===== config.mk =====
export PLATFORM = sky130hd
export DESIGN_NAME = alu_command_sequencer
export DESIGN_NICKNAME = d
export VERILOG_FILES = /design/src/rtl/alu_seq_pkg.sv /design/src/rtl/alu_op_decoder.sv /design/src/rtl/alu_command_sequencer.sv
export SDC_FILE = /design/constraint.sdc
export NUM_CORES = 1
export LEC_CHECK = 0
export CORE_MARGIN = 2
export CORE_UTILIZATION = 40
export CTS_CLUSTER_SIZE = 40
export DETAILED_ROUTE_END_ITERATION = 8
export PLACE_DENSITY = 0.76
export SYNTH_ARGS = -nofsm -noshare
export SYNTH_HDL_FRONTEND = slang
export SYNTH_HIERARCHICAL = 1
export SYNTH_SLANG_ARGS = --single-unit

===== constraint.sdc =====
create_clock -name clk -period 3.2 [get_ports clk]
set_clock_uncertainty 0.1 [all_clocks]
set_input_delay 0.64 -clock clk [delete_from_list [all_inputs] [get_ports clk]]
set_output_delay 0.64 -clock clk [all_outputs]
set_load 0.03 [all_outputs]

===== src/rtl/alu_seq_pkg.sv =====
// Shared constants, state encoding and response payload for the ALU command sequencer.
package alu_seq_pkg;

  localparam int unsigned DATA_W    = 4;
  localparam int unsigned OP_W      = 4;
  localparam int unsigned CTRL_W    = 9;
  localparam int unsigned CNT_W     = 8;
  localparam int unsigned LAT_CNT_W = 2;

  // Legal range of the ALU_LAT parameter (limited by the 2-bit EXEC counter).
  localparam int unsigned ALU_LAT_MIN = 1;
  localparam int unsigned ALU_LAT_MAX = 4;

  // Opcodes.
  localparam logic [OP_W-1:0] OP_ADD = 4'd0;
  localparam logic [OP_W-1:0] OP_SUB = 4'd1;
  localparam logic [OP_W-1:0] OP_LSR = 4'd2;
  localparam logic [OP_W-1:0] OP_LSH = 4'd3;
  localparam logic [OP_W-1:0] OP_RSH = 4'd4;
  localparam logic [OP_W-1:0] OP_AND = 4'd5;
  localparam logic [OP_W-1:0] OP_OR  = 4'd6;
  localparam logic [OP_W-1:0] OP_XOR = 4'd7;
  localparam logic [OP_W-1:0] OP_INV = 4'd8;

  // Bit positions inside the one-hot ALU control word.
  localparam int unsigned BIT_ADD = 0;
  localparam int unsigned BIT_SUB = 1;
  localparam int unsigned BIT_LSR = 2;
  localparam int unsigned BIT_LSH = 3;
  localparam int unsigned BIT_RSH = 4;
  localparam int unsigned BIT_AND = 5;
  localparam int unsigned BIT_OR  = 6;
  localparam int unsigned BIT_XOR = 7;
  localparam int unsigned BIT_INV = 8;

  typedef enum logic [1:0] {
    ST_IDLE = 2'd0,
    ST_EXEC = 2'd1,
    ST_RESP = 2'd2
  } state_e;

  typedef struct packed {
    logic [DATA_W-1:0] data;
    logic              ovf;
    logic              err;
  } rsp_t;

endpackage


===== src/rtl/alu_op_decoder.sv =====
// Combinational opcode decoder: 4-bit opcode to 9-bit one-hot ALU control plus illegal flag.
module alu_op_decoder
  import alu_seq_pkg::*;
(
  input  logic [OP_W-1:0]   op_i,
  output logic [CTRL_W-1:0] onehot_c_o,
  output logic              illegal_c_o
);

  // Opcode to one-hot mapping; opcodes above INV are illegal and drive no control bit.
  always_comb begin
    onehot_c_o  = '0;
    illegal_c_o = 1'b0;
    case (op_i)
      OP_ADD:  onehot_c_o[BIT_ADD] = 1'b1;
      OP_SUB:  onehot_c_o[BIT_SUB] = 1'b1;
      OP_LSR:  onehot_c_o[BIT_LSR] = 1'b1;
      OP_LSH:  onehot_c_o[BIT_LSH] = 1'b1;
      OP_RSH:  onehot_c_o[BIT_RSH] = 1'b1;
      OP_AND:  onehot_c_o[BIT_AND] = 1'b1;
      OP_OR:   onehot_c_o[BIT_OR]  = 1'b1;
      OP_XOR:  onehot_c_o[BIT_XOR] = 1'b1;
      OP_INV:  onehot_c_o[BIT_INV] = 1'b1;
      default: illegal_c_o         = 1'b1;
    endcase
  end

endmodule


===== src/rtl/alu_command_sequencer.sv =====
// ALU command sequencer: accepts a command, holds the one-hot ALU control for ALU_LAT
// cycles, captures the result and presents it until the consumer takes it.
// Optional build macro ALU_SEQ_PERF_EN adds an 8-bit saturating response counter (cmd_count).
module alu_command_sequencer
  import alu_seq_pkg::*;
#(
  parameter int unsigned ALU_LAT = 1
) (
  input  logic              clk,
  input  logic              reset,
  input  logic              cmd_valid,
  output logic              cmd_ready,
  input  logic [OP_W-1:0]   cmd_op,
  input  logic [DATA_W-1:0] cmd_a,
  input  logic [DATA_W-1:0] cmd_b,
  output logic [CTRL_W-1:0] alu_ctrl,
  output logic [DATA_W-1:0] alu_in1,
  output logic [DATA_W-1:0] alu_in2,
  input  logic [DATA_W-1:0] alu_out,
  input  logic              alu_overflow,
  output logic              rsp_valid,
  input  logic              rsp_ready,
  output logic [DATA_W-1:0] rsp_data,
  output logic              rsp_ovf,
  output logic              rsp_err
`ifdef ALU_SEQ_PERF_EN
  ,
  output logic [CNT_W-1:0]  cmd_count
`endif
);

  localparam logic [LAT_CNT_W-1:0] LAT_LAST = LAT_CNT_W'(ALU_LAT - 1);

  state_e                 state_q, state_d;
  logic [LAT_CNT_W-1:0]   cnt_q, cnt_d;
  logic [CTRL_W-1:0]      ctrl_q, ctrl_d;
  logic [DATA_W-1:0]      in1_q, in1_d;
  logic [DATA_W-1:0]      in2_q, in2_d;
  rsp_t                   rsp_q, rsp_d;
  logic                   rsp_valid_q, rsp_valid_d;
  logic                   cmd_ready_q, cmd_ready_d;
  logic [CTRL_W-1:0]      dec_onehot;
  logic                   dec_illegal;
`ifdef ALU_SEQ_PERF_EN
  logic [CNT_W-1:0]       count_q, count_d;
`endif

  alu_op_decoder u_dec (
    .op_i        (cmd_op),
    .onehot_c_o  (dec_onehot),
    .illegal_c_o (dec_illegal)
  );

  // State and output registers; reset aborts any command in flight.
  always_ff @(posedge clk or negedge reset) begin
    if (!reset) begin
      state_q     <= ST_IDLE;
      cnt_q       <= '0;
      ctrl_q      <= '0;
      in1_q       <= '0;
      in2_q       <= '0;
      rsp_q       <= '0;
      rsp_valid_q <= 1'b0;
      cmd_ready_q <= 1'b0;
`ifdef ALU_SEQ_PERF_EN
      count_q     <= '0;
`endif
    end else begin
      state_q     <= state_d;
      cnt_q       <= cnt_d;
      ctrl_q      <= ctrl_d;
      in1_q       <= in1_d;
      in2_q       <= in2_d;
      rsp_q       <= rsp_d;
      rsp_valid_q <= rsp_valid_d;
      cmd_ready_q <= cmd_ready_d;
`ifdef ALU_SEQ_PERF_EN
      count_q     <= count_d;
`endif
    end
  end

  // Next-state and next-output logic.
  always_comb begin
    state_d     = state_q;
    cnt_d       = cnt_q;
    ctrl_d      = ctrl_q;
    in1_d       = in1_q;
    in2_d       = in2_q;
    rsp_d       = rsp_q;
    rsp_valid_d = rsp_valid_q;
`ifdef ALU_SEQ_PERF_EN
    count_d     = count_q;
`endif
    case (state_q)
      ST_IDLE: begin
        if (cmd_valid && cmd_ready_q) begin
          in1_d = cmd_a;
          in2_d = cmd_b;
          cnt_d = '0;
          if (dec_illegal) begin
            ctrl_d      = '0;
            rsp_d.data  = '0;
            rsp_d.ovf   = 1'b0;
            rsp_d.err   = 1'b1;
            rsp_valid_d = 1'b1;
            state_d     = ST_RESP;
          end else begin
            ctrl_d  = dec_onehot;
            state_d = ST_EXEC;
          end
        end
      end
      ST_EXEC: begin
        if (cnt_q == LAT_LAST) begin
          ctrl_d      = '0;
          // LSR is a pass-through of operand A; the ALU result is not used.
          rsp_d.data  = ctrl_q[BIT_LSR] ? in1_q : alu_out;
          rsp_d.ovf   = (ctrl_q[BIT_ADD] | ctrl_q[BIT_SUB]) & alu_overflow;
          rsp_d.err   = 1'b0;
          rsp_valid_d = 1'b1;
          state_d     = ST_RESP;
        end else begin
          cnt_d = cnt_q + LAT_CNT_W'(1);
        end
      end
      ST_RESP: begin
        if (rsp_ready) begin
          rsp_valid_d = 1'b0;
          state_d     = ST_IDLE;
`ifdef ALU_SEQ_PERF_EN
          if (count_q != '1) begin
            count_d = count_q + CNT_W'(1);
          end
`endif
        end
      end
      default: begin
        state_d = ST_IDLE;
      end
    endcase
    cmd_ready_d = (state_d == ST_IDLE);
  end

  assign cmd_ready = cmd_ready_q;
  assign alu_ctrl  = ctrl_q;
  assign alu_in1   = in1_q;
  assign alu_in2   = in2_q;
  assign rsp_valid = rsp_valid_q;
  assign rsp_data  = rsp_q.data;
  assign rsp_ovf   = rsp_q.ovf;
  assign rsp_err   = rsp_q.err;
`ifdef ALU_SEQ_PERF_EN
  assign cmd_count = count_q;
`endif

endmodule


==> out/metrics.cfg <==
[run_status]
outcome = finished, final reports clean

[drt]
antenna_left = 0
drt_first_iter_violations = 76
wire_per_inst_um = 14.8
drt-total-wl_mm = 3.48
drcViolationCount = 0
vias = 1213
avgViaCountPerCell = 5.16
firstDrtPassIters = 4

[placement]
hpwl_mm = 2.65
placed_cell_area_um2 = 2060
place_inst = 227
portBuffers = 45
pre_cts_slack_ns = 0.622
place.gp.congestion = 0.763

[setup_path]
reg2regPathDepth = 3
rrSetupSlack_ns = 1.40
cp_max_fo = 12
required_ns = 3.26
critPathKind = input pin to register
endpoint_kind = register
cp-start-kind = input pin
cp.arrival_ns = 2.36

[logic_synthesis]
yosysUniqueCellTypes = 39
synth_fp_nets = 162
avgSynthCellArea_um2 = 11.8
synthArstFlopShare = 1.00
synth_enable_flop_cells = 0
syn_area_um2 = 1640
synth_ff_type = dfrtp_1
ys_seq_elements = 29
synthCells = 139
ys_seq_area_frac = 0.444
yosysWarnings = 6

[run]
timing.max_cap.violations = 0

[clocking]
cts.sinks = 29
cts_buffers = 5
clock_latency_ns = 0.28
ctsHoldBuffers = 0
ctsResizeCount = 0
htree_levels = 2
post-cts-setup-buffers = 0
clk_transition_reported_paths_ns = 0.06
clock_path_buffers = 2
cts_tree = built
cts.root.buffer_cell = clkbuf_8

[die]
ios = 46
die_area_um2 = 4620
fp.dieW_um = 67.9
core_area_um2 = 3970
die_h_um = 67.9
placementRows = 23
start_util = 0.412

[grt]
antenna_found_initial = 0
overflow = 0
grt_max_degree = 30
grt_pass1_wl_mm = 5.64
track_usage = 0.171
grt_pass1_vias = 1232

[power_and_ir_drop]
power_density_nw_per_um2 = 752
p_leak_nw = 0.970
ir_drop_uv = 366
finalPower_mw = 1.61

[final_layout]
final_nets = 207
fin_area_um2 = 2140
fin_cells = 235
diodes = 0
nFillCells = 361
area_delta_synth_final_pct = 31.1
layout_common_cells = clkdlybuf4s50_1 (45), dfrtp_1 (29), nand2_1 (26)
final_common_cell = clkdlybuf4s50_1
post-route-util = 0.540
drive_gt1_frac = 0.151

[timing]
finalMaxSlewViolations = 0
setup_ws_ns = 0.892
worstMarginPinSlew_ns = 0.505
finalSetupViolations = 0
rsz0062_at_grt = no
finalCriticalPeriod_ns = 2.31
finalSetupTns_ns = 0
max_freq_mhz = 433
relSlewSlack = 0.663
holdWs_ns = 0.377
finalCritPeriodShare = 0.721
hold_viol = 0

[hold_path]
holdCritPathClass = register to register
whs_path_depth = 1

==> registers in the layout, summed over array words and instances (netlist names) <==
signal and count:
rsp_valid 1, rsp_ovf 1, cnt_q 2, cmd_ready 1
alu_ctrl 9, state_q 2, alu_in2 4, alu_in1 4
rsp_data 4, rsp_err 1
==> power by group <==
part	internal, mW	switching [mW]	total [mW]
sequential	0.478	0.108	0.586
clock	0.150	0.133	0.283
combinational	0.320	0.425	0.744
total	0.948	0.666	1.61
==> synth_stat cells, types with 2 or more instances <==
library cell	n	area share
a21o_1	10	0.046
a21oi_1	5	0.015
and4b_1	2	0.012
and4bb_2	3	0.023
buf_6	7	0.048
dfrtp_1	29	0.44
ha_1	2	0.015
inv_1	5	0.011
mux2i_1	6	0.037
nand2_1	26	0.060
nor4b_1	7	0.037
nor4b_2	2	0.018
nor4b_4	4	0.058
o21ai_0	2	0.0061
o2bb2ai_1	5	0.027
==> final cells by class <==
class	instances	area (um2)	area share
Tap cell	50	62.6	0.0292
Multi-Input combinational cell	92	759	0.354
Timing Repair Buffer	51	495	0.231
Inverter	5	18.8	0.00875
Sequential cell	29	726	0.338
Clock inverter	2	10.0	0.00467
Clock buffer	6	72.6	0.0338
==> kinds of logic (layout without fill, tap and decap cells) <==
logic type,Yosys count,count (layout),share of synthesized area
muxes,7,7,0.0459
DFF,29,29,0.444
and+or+nand+nor,55,55,0.275
adders and majority gates,2,2,0.0153
AOI/OAI and AO/OA,28,28,0.128
buffers and inverters,18,64,0.0918
==> per-layer routing <==
| layer | vias to the layer above | track usage | wire length (um) |
|---|---|---|---|
| li1 | 583 | - | - |
| met4 | 0 | 0.0825 | 70 |
| met3 | 8 | 0.0641 | 184 |
| met5 | - | 0 | 0 |
| met2 | 27 | 0.277 | 1740 |
| met1 | 595 | 0.200 | 1490 |
==> worst max-delay path, cell delays in order <==
cell and delay, ns:
clkdlybuf4s50_1 0.46, buf_4 0.20, o31a_1 0.42, nand4b_1 0.23, a21o_1 0.28, o2bb2ai_1 0.14
==> final timing paths <==
kind	start	end
worst min register to register	alu_ctrl[6]	alu_ctrl[6]
worst max-delay path	cmd_op[2]	rsp_data[0]
worst max register to register	state_q[1]	cnt_q[0]
max in group asynchronous	reset	alu_ctrl[6]
worst min-delay path	alu_ctrl[6]	alu_ctrl[6]
min in group asynchronous	reset	alu_in2[1]
No activity file was read; power rests on OpenSTA's default activity.
==> variant: new RTL, same settings <==
The option `ALU_SEQ_PERF_EN` is turned on by a define.
--- a/src/rtl/alu_command_sequencer.sv
+++ b/src/rtl/alu_command_sequencer.sv
@@ -1,6 +1,8 @@
 // ALU command sequencer: accepts a command, holds the one-hot ALU control for ALU_LAT
 // cycles, captures the result and presents it until the consumer takes it.
 // Optional build macro ALU_SEQ_PERF_EN adds an 8-bit saturating response counter (cmd_count).
+`define ALU_SEQ_PERF_EN
+
 module alu_command_sequencer
   import alu_seq_pkg::*;
 #(
Check against the original RTL (old outputs only; new: cmd_count): equivalent (Yosys induction, for registers that start in step).
==> variant against the original RTL <==
  * Wire length increased by 13%
  * Design area is 25% higher
  * Sequential cell count grew 8
  * Final cell count grew 21%
  * Worst setup slack better by 0.013 ns
  * Fmax is 0.59% higher
  * Area after synthesis up 22%
  * Highest routed layer unchanged
  * Largest power group unchanged
  * First-iteration DRC count fell by 7.9%
  * Total power rose by 35%
  * Sequential power is 32% higher
==> variant: results <==
group,metric,value,unit
finish,drive_gt1_frac,0.212,
sta,slew_headroom,0.463,
worst_setup_path,crit_family,"buffers and inverters",
synthesis,async_flop_share,1.00,
clock_network,cts-resized-gates,0,
routing,vias,1409,
power_and_ir_drop,ir_worst_vdd,480,uV
synthesis,ys_top_cells_by_count,"dfrtp_1 (37), mux2_2 (19), nor3b_1 (10)",
routing,ant_nets,0,
worst_setup_path,crit_path_max_incr_delay,0.74,ns
global_routing,grt_util_all_layers,0.151,
routing,first_pass_iters,4,
finish,nFillCells,425,
status,outcome,"finished, final reports clean",
synthesis,synth_top_family_by_area,"simple AND/OR/NAND/NOR gates",
clock_network,cts_root_buffer,"clkbuf_8",
worst_setup_path,cp.arrival,1.55,ns
worst_setup_path,worstPathMaxFanout,7,
power_and_ir_drop,p_leak,0.00108,uW
synthesis,synth_cell_types,47,
place,gp_congestion,0.782,
synthesis,synth_compound_area_frac,0.0995,
worst_setup_path,slowest_stage,"clkdlybuf4s50_1",
finish,largest_reg_flops,9,
routing,first_iter_violations,70,
finish,antennaDiodeCount,0,
synthesis,synth-xor-area-share,0.0175,
synthesis,synth_nets,187,
place,port-buffer-count,53,
routing,wl,3920,um
clock_network,cts_buffers,5,
global_routing,antenna_found_initial,0,
clock_network,cts_max_level,2,
synthesis,synthTopCellsByArea,"dfrtp_1 (46%), mux2_2 (11%), nor4b_4 (4.8%)",
clock_network,postCtsSetupRepairBufs,0,
hold_path,holdCritPathClass,"in2async",
synthesis,synthMuxAreaShare,0.127,
synthesis,synthAdderAreaFrac,0.0188,
global_routing,grt_max_degree,38,
global_routing,grt_pass1_wl,6430,um
synthesis,synth_warnings,6,
clock_network,clock_path_buffers,2,
clock_network,clock_latency,0.28,ns
clock_network,clkTransAtPathRegs,0.07,ns
synthesis,yosysSeqAreaShare,0.463,
finish,nNetsFinal,240,
place,dp_hpwl,2820,um
==> variant: area by class of cell <==
cell class | instances | area share
Multi-Input combinational cell | 111 | 0.366
Tap cell | 67 | 0.0313
Sequential cell | 37 | 0.346
Inverter | 4 | 0.00561
Clock buffer | 7 | 0.0322
Timing Repair Buffer | 57 | 0.207
Clock inverter | 1 | 0.0112
==> variant: path summary, 6_finish.rpt <==
| path | startpoint | endpoint | slack [ns] | depth (start not counted) |
|---|---|---|---|---|
| setup / recovery | cmd_ready | cmd_ready | 0.91 | 1 |
| max in group asynchronous | reset | alu_ctrl[0] | 2.15 | 1 |
| hold / removal | reset | cmd_count[4] | 0.34 | 1 |
| hold reg to reg | alu_in2[0] | alu_in2[0] | 0.41 | 1 |
| setup reg to reg | state_q[1] | state_q[1] | 1.36 | 3 |
| min in group clk | alu_in2[0] | alu_in2[0] | 0.41 | 1 |
==> variant: logic make-up after synthesis <==
kind of cell	count (synthesis)
and+or+nand+nor	51
xor gates and xnor gates	4
AOI/OAI and AO/OA	30
adders and majority gates	3
DFF	37
buffers and inverters	15
muxes	23
==> variant: layer usage <==
metal,track usage,vias to the layer above,share of wire
met4,0.0417,0,0.0089
met3,0.0415,2,0.041
met2,0.248,29,0.49
met5,0,-,0
li1,-,704,-
met1,0.197,674,0.46
==> variant: where the power goes <==
group | switching (uW) | internal, uW
registers | 161 | 614
clock network | 160 | 254
logic | 522 | 462
total | 842 | 1330
==> variant: per-stage QoR <==
stage                     instance area (um^2)  instances  total power, uW  utilization  setup WS (ns)
after floorplan                           2000        163             1390            -           1.35
after global placement                    2560        276             1760        0.535          0.688
after detailed placement                  2560        276             1780        0.535          0.584
after CTS                                 2680        284             2200        0.559          0.875
after global routing                      2680        284             2300        0.559          0.767
final                                     2680        284             2170        0.559          0.905
